--- src/rtl/axi4_stream_pkt_arbiter.sv ---
// axi4_stream_pkt_arbiter: packet-level round-robin merge of REQ_AMOUNT
// AXI4-Stream inputs into one output. A grant covers a whole packet
// (through the tlast handshake), followed by one IDLE arbitration cycle.
// Streams are flattened into packed per-input arrays (pkt_i_*) and pkt_o_*.
// Optional feature macro: ARB_PKT_STATS_EN adds per-input 16-bit packet
// counters on pkt_cnt_o.

// Per-input slice: ready gating and, optionally, the packet counter.
module axi4_stream_pkt_arbiter_lane (
  input  logic        sel_i,
  input  logic        tready_i,
  output logic        tready_o
`ifdef ARB_PKT_STATS_EN
  ,
  input  logic        clk_i,
  input  logic        rst_n_i,
  input  logic        last_hs_i,
  output logic [15:0] cnt_o
`endif
);
  assign tready_o = sel_i & tready_i;

`ifdef ARB_PKT_STATS_EN
  // count packets completed from this input; wraps at 16 bits
  always_ff @(posedge clk_i or negedge rst_n_i) begin
    if (!rst_n_i)                cnt_o <= '0;
    else if (sel_i && last_hs_i) cnt_o <= cnt_o + 16'd1;
  end
`endif
endmodule

module axi4_stream_pkt_arbiter #(
  parameter int REQ_AMOUNT    = 4,
  parameter int TDATA_WIDTH   = 32,
  parameter int TUSER_WIDTH   = 1,
  parameter int TDEST_WIDTH   = 1,
  parameter int TID_WIDTH     = 1,
  parameter int TID_FROM_PORT = 0,
  parameter int REQ_WIDTH     = $clog2(REQ_AMOUNT),
  localparam int KEEP_W       = TDATA_WIDTH / 8
) (
  input  logic                                    clk_i,
  input  logic                                    rst_n_i,
  // input streams
  input  logic [REQ_AMOUNT-1:0]                   pkt_i_tvalid,
  output logic [REQ_AMOUNT-1:0]                   pkt_i_tready,
  input  logic [REQ_AMOUNT-1:0][TDATA_WIDTH-1:0]  pkt_i_tdata,
  input  logic [REQ_AMOUNT-1:0][KEEP_W-1:0]       pkt_i_tstrb,
  input  logic [REQ_AMOUNT-1:0][KEEP_W-1:0]       pkt_i_tkeep,
  input  logic [REQ_AMOUNT-1:0]                   pkt_i_tlast,
  input  logic [REQ_AMOUNT-1:0][TUSER_WIDTH-1:0]  pkt_i_tuser,
  input  logic [REQ_AMOUNT-1:0][TDEST_WIDTH-1:0]  pkt_i_tdest,
  input  logic [REQ_AMOUNT-1:0][TID_WIDTH-1:0]    pkt_i_tid,
  // merged output stream
  output logic                                    pkt_o_tvalid,
  input  logic                                    pkt_o_tready,
  output logic [TDATA_WIDTH-1:0]                  pkt_o_tdata,
  output logic [KEEP_W-1:0]                       pkt_o_tstrb,
  output logic [KEEP_W-1:0]                       pkt_o_tkeep,
  output logic                                    pkt_o_tlast,
  output logic [TUSER_WIDTH-1:0]                  pkt_o_tuser,
  output logic [TDEST_WIDTH-1:0]                  pkt_o_tdest,
  output logic [TID_WIDTH-1:0]                    pkt_o_tid,
  // status
  output logic [REQ_AMOUNT-1:0]                   grant_o,
  output logic [REQ_WIDTH-1:0]                    grant_idx_o,
  output logic                                    busy_o
`ifdef ARB_PKT_STATS_EN
  ,
  output logic [REQ_AMOUNT-1:0][15:0]             pkt_cnt_o
`endif
);
  localparam logic ST_IDLE  = 1'b0;
  localparam logic ST_GRANT = 1'b1;

  logic                 state_q;
  logic [REQ_WIDTH-1:0] grant_idx_q;
  logic [REQ_WIDTH-1:0] next_idx;
  logic                 found;
  logic                 last_hs;

  // round-robin pick: first requesting input after the pointer, wrapping
  always_comb begin
    int                   cand;
    logic [REQ_WIDTH-1:0] cand_idx;
    cand     = 0;
    cand_idx = '0;
    next_idx = grant_idx_q;
    found    = 1'b0;
    for (int i = 1; i <= REQ_AMOUNT; i++) begin
      cand = int'(grant_idx_q) + i;
      if (cand >= REQ_AMOUNT) cand = cand - REQ_AMOUNT;
      cand_idx = REQ_WIDTH'(cand);
      if (!found && pkt_i_tvalid[cand_idx]) begin
        found    = 1'b1;
        next_idx = cand_idx;
      end
    end
  end

  // IDLE latches the winner; GRANT holds it until the tlast handshake.
  // The pointer keeps the last winner so the next scan starts after it.
  always_ff @(posedge clk_i or negedge rst_n_i) begin
    if (!rst_n_i) begin
      state_q     <= ST_IDLE;
      grant_idx_q <= REQ_WIDTH'(REQ_AMOUNT - 1);
    end else begin
      case (state_q)
        ST_IDLE: if (found) begin
          state_q     <= ST_GRANT;
          grant_idx_q <= next_idx;
        end
        default: if (last_hs) state_q <= ST_IDLE;
      endcase
    end
  end

  assign busy_o      = (state_q == ST_GRANT);
  assign grant_idx_o = grant_idx_q;

  // output valid depends only on registered grant and the source valid
  assign pkt_o_tvalid = busy_o & pkt_i_tvalid[grant_idx_q];
  assign pkt_o_tdata  = pkt_i_tdata[grant_idx_q];
  assign pkt_o_tstrb  = pkt_i_tstrb[grant_idx_q];
  assign pkt_o_tkeep  = pkt_i_tkeep[grant_idx_q];
  assign pkt_o_tlast  = pkt_i_tlast[grant_idx_q];
  assign pkt_o_tuser  = pkt_i_tuser[grant_idx_q];
  assign pkt_o_tdest  = pkt_i_tdest[grant_idx_q];

  // tid either passes through or is replaced by the source index
  always_comb begin
    pkt_o_tid = pkt_i_tid[grant_idx_q];
    if (TID_FROM_PORT != 0) pkt_o_tid = TID_WIDTH'(grant_idx_q);
  end

  assign last_hs = pkt_o_tvalid & pkt_o_tready & pkt_o_tlast;

  // one-hot decode of the held grant, zero while idle
  always_comb begin
    grant_o = '0;
    if (busy_o) grant_o[grant_idx_q] = 1'b1;
  end

  for (genvar k = 0; k < REQ_AMOUNT; k++) begin : g_lane
    axi4_stream_pkt_arbiter_lane u_lane (
      .sel_i    (grant_o[k]),
      .tready_i (pkt_o_tready),
      .tready_o (pkt_i_tready[k])
`ifdef ARB_PKT_STATS_EN
      ,
      .clk_i    (clk_i),
      .rst_n_i  (rst_n_i),
      .last_hs_i(last_hs),
      .cnt_o    (pkt_cnt_o[k])
`endif
    );
  end
endmodule

--- config.mk ---
export PLATFORM = sky130hd
export DESIGN_NAME = axi4_stream_pkt_arbiter
export DESIGN_NICKNAME = d
export VERILOG_FILES = /design/src/rtl/axi4_stream_pkt_arbiter.sv
export SDC_FILE = /design/constraint.sdc
export NUM_CORES = 1
export LEC_CHECK = 0
export ABC_CLOCK_PERIOD_IN_PS = 3750
export BUFFER_PORTS_ARGS = -buffer_cell sky130_fd_sc_hd__buf_2
export CAP_MARGIN = 20
export CORE_AREA = 2 2 93 95
export DETAILED_ROUTE_END_ITERATION = 8
export DIE_AREA = 0 0 95 97
export HOLD_SLACK_MARGIN = 0.06
export PLACE_DENSITY_LB_ADDON = 0.12
export SETUP_SLACK_MARGIN = 0.4
export SLEW_MARGIN = 10
export SYNTH_ARGS = -nofsm -noshare
export SYNTH_HDL_FRONTEND = slang
export SYNTH_HIERARCHICAL = 1
export SYNTH_SLANG_ARGS = --single-unit
--- constraint.sdc ---
create_clock -name clk_i -period 3.75 [get_ports clk_i]
set_clock_uncertainty 0.05 [all_clocks]
set_input_delay 0.1875 -clock clk_i [delete_from_list [all_inputs] [get_ports clk_i]]
set_output_delay 0.1875 -clock clk_i [all_outputs]
set_load 0.02 [all_outputs]
==> impl_summary.txt <==
----------------------------------------------------
[Status]
  Outcome ... complete, no violations

[Power and ir drop]
  Part of the total power dissipated in the clock network ... 0.047
  Final Power ... 2.05 mW
  Internal power contribution ... roughly 0.98 mW
  Static power due to leakage ... ~1.4 nW
  Switching pwr ... 1.08 mW
  Comb pwr share ... 0.879
  Pwr per Cell Area ... roughly 730 mW/mm²
  Switching part of the total power ... 0.525
  Peak supply drop ... between 0.2 and 0.25 mV
  Sequential cell fraction of total power ... 0.073

[Clocking]
  Insertion delay to the later sink of the worst-skew pair ... about 0.22 ns
  Clk pin slew, worst setup/hold paths ... 0.03 ns
  Clock buffer depth ... 2
  Maximum level of the CTS H-tree ... 1
  Sinks on Clock Net ... 3
  CTS tree ... done
  CTS Buf Count ... 3
  Root buffer selected by CTS ... clkbuf_8
  CTS-repair resized insts ... 0

[Placed design]
  Global placement routability congestion ... 0.859
  Placed cells ... 430
  Number of buffer cells added on primary ports ... approximately 240
  HPWL after DPL ... between 6000 and 7000 µm

[Global routing]
  Wire length of the first global-routing pass ... 11400 µm
  Maximum number of pins on one net before global-route repair ... 53
  Remaining global-route overflow ... 0
  Global-route usage over all layers ... 0.160
  Number of antenna violations at the first check in global routing ... 0
  Vias in the first global route ... 2077

[Die]
  Total I/O pin count ... around 240
  Initial Utilization ... 0.180
  Horizontal die dimension ... 95 µm
  Total die area ... slightly above 0.009 mm²
  Floorplan core area ... 0.00813 mm²
  Die Span Y ... slightly below 100 µm
  Rows ... 33

[Logic synthesis]
  Post-synth cell types ... 27
  Top post-synthesis cells by area ... mux4_2, and2_1, dfstp_2
  Number of register bits inferred by synthesis ... 3
  XOR/XNOR Fraction of Synth Area ... 0
  Fraction of synthesized cell area taken by the top area cell type ... 0.740
  EDFF count, synth ... 0
  Predominant post-synthesis flop cell ... dfstp_2
  Total nets after synthesis ... around 280
  Area fraction in compound gates after synthesis ... 0.0488
  Dominant combinational cell family by area after synthesis ... multiplexers
  Portion of the post-synthesis area used by sequential elements ... 0.0531
  Synth Area in Adders ... 0.0343
  Simple-Gate Fraction of Synth Area ... 0.0651
  Async set-reset flop share out of synthesis ... 1.00
  Share of synthesized area spent on multiplexers ... 0.748
  Number of standard cells after synthesis ... 97
  Netlist area before placement ... 0.00146 mm²
  Avg Synthesized Cell Area ... 15.1 µm²
  Cell type contributing the most total cell area after synthesis ... mux4_2
  Yosys warning total ... 6

[Timing]
  Final hold violations ... 0
  Transition time at the pin with the least slew margin ... 0.693 ns
  Final TNS setup ... 0 ns
  Shortest clock period the worst path allows after layout ... between 2 and 3 ns
  Slew Limit Fails ... 0
  RSZ-0062 raised after global routing ... no
  Rel. slew slack ... 0.538
  Final setup violation count ... 0
  Post-route clock period utilization ... 0.712
  Max Fclk ... 375 MHz

[Cells and area]
  Most frequent cells in the layout ... buf_2, mux4_2, and2_1, ha_1
  Non-filler cells in the finished layout ... 435
  Inserted Diodes ... 0
  Ratio of cells with drive above 1 in the final layout ... 0.891
  Count of filler cells inserted in the layout ... 870
  Area growth from synthesis to layout ... 91.3%
  Most common cell after layout, fill and taps aside ... buf_2
  Post-layout util ... 0.343
  Net count of the finished layout ... approximately 520

[Routing]
  Routed met2 length ... slightly above 4000 µm
  Highest metal layer with signal wires ... met4
  Met3 routed wirelength ... a little over 500 µm
  Routed wire per std cell ... approximately 17 µm
  Metal1 wirelength ... roughly 3000 µm
  Number of antenna-violating nets in the routed design ... 0
  Final Routed Wirelength ... about 7600 µm
  Count of TritonRoute iterations in the first routing pass ... 4
  Detailed-route DRC error count ... 0
  DRC violation total after the first TritonRoute iteration ... 55
  Vias per inst ... around 4.6
  Vias after detailed routing ... 1992

[Worst setup path]
  Maximum fanout count along the critical path ... 28
  Critical register-to-register path endpoint ... busy_o$_DFF_PN0_
  Worst flop-to-flop path startpoint ... grant_idx_o[0]$_DFFE_PN1P_
  Worst Path Required ... between 3 and 4 ns
  Worst reg2reg setup slack ... roughly 1.1 ns
  Setup crit end kind ... primary output
  Data arrival time at the worst-slack endpoint ... ~2.4 ns
  Worst setup path class ... flip-flop to primary output
  Critical path launch point type ... flip-flop
  Worst r2r path cells ... 6

[Hold path]
  Instance count along the most critical hold path ... 2
  Hold crit path type ... input pin to flip-flop
  Startpoint of the most critical hold path ... pkt_o_tready
  Endpoint with the worst hold slack ... busy_o$_DFF_PN0_

[Job]
  Count of max-cap constraint violations ... 0

----------------------------------------------------
==> Yosys cell counts (all sizes together), types with 2 or more instances <==
cell type and count:
mux4 48, nor2 3, buf 8, clkbuf 4
dfstp 2, and2 9, inv 3, ha 4
==> power groups by stage <==
stage                     clock network (mW)  registers (mW)  logic, mW
after CTS                             0.0998           0.157       1.83
after detailed placement                   0           0.157       1.82
after floorplan                            0          0.0961       1.35
after global routing                   0.102           0.170       1.92
final                                 0.0974           0.151       1.81
after global placement                     0           0.155       1.82
==> layer usage <==
layer	track usage	up-vias
met1	0.216	970
met3	0.0218	5
met4	0.0268	0
li1	-	909
met5	0	-
met2	0.274	108
==> cell type report <==
cell class,instances,area [µm²],area share
clock buffer,4,45.0,0.0161
inverter,3,11.3,0.00403
multi-input combinational,79,1310,0.468
sequential,3,81.3,0.0291
tap,105,131,0.0470
timing repair buffer,241,1220,0.435
==> per-stage QoR <==
| stage | hold slack [ns] | setup WS (ns) | area (µm²) |
|---|---|---|---|
| final | 0.142 | 1.08 | 2790 |
| after global routing | 0.168 | 0.872 | 2790 |
| after CTS | 0.143 | 1.01 | 2790 |
| after detailed placement | -0.0542 | 1.06 | 2740 |
| after global placement | -0.0508 | 1.12 | 2740 |
| after floorplan | -0.158 | 0.938 | 1460 |
==> cells by family (layout without fill, tap and decap cells) <==
group,after synthesis,in the layout
flops,3,3
compound gates,10,10
buf+inv,15,248
mux,49,49
simple gates,16,16
fa+ha+maj,4,4
==> sequential cells by signal, indices dropped and copies added (netlist names) <==
name         flops
grant_idx_o      2
busy_o           1
==> worst max-delay path: stages (launching register included) <==
cell	delay [ns]
dfstp_4	0.88
buf_4	0.52
mux4_2	0.60
buf_2	0.18
==> timing repair <==
item | CTS | global route
endpoints found under the hold margin | 3 | 0
hold buffers | 1 | 0
buffers inserted | 0 | 0
==> worst max-delay path by stage <==
| stage | slack (ns) | depth (start not counted) | to | start |
|---|---|---|---|---|
| finish | 1.08 | 3 | pkt_o_tstrb[3] | grant_idx_o[0]$_DFFE_PN1P_ |
| CTS | 1.01 | 3 | pkt_o_tlast | grant_idx_o[0]$_DFFE_PN1P_ |
| global route | 0.87 | 6 | busy_o$_DFF_PN0_ | grant_idx_o[0]$_DFFE_PN1P_ |
| floorplan | 0.94 | 9 | busy_o$_DFF_PN0_ | grant_idx_o[0]$_DFFE_PN1P_ |
| detailed placement | 1.06 | 6 | busy_o$_DFF_PN0_ | grant_idx_o[0]$_DFFE_PN1P_ |
| global placement | 1.12 | 6 | busy_o$_DFF_PN0_ | grant_idx_o[0]$_DFFE_PN1P_ |
Power figures use the tool's default switching activity.
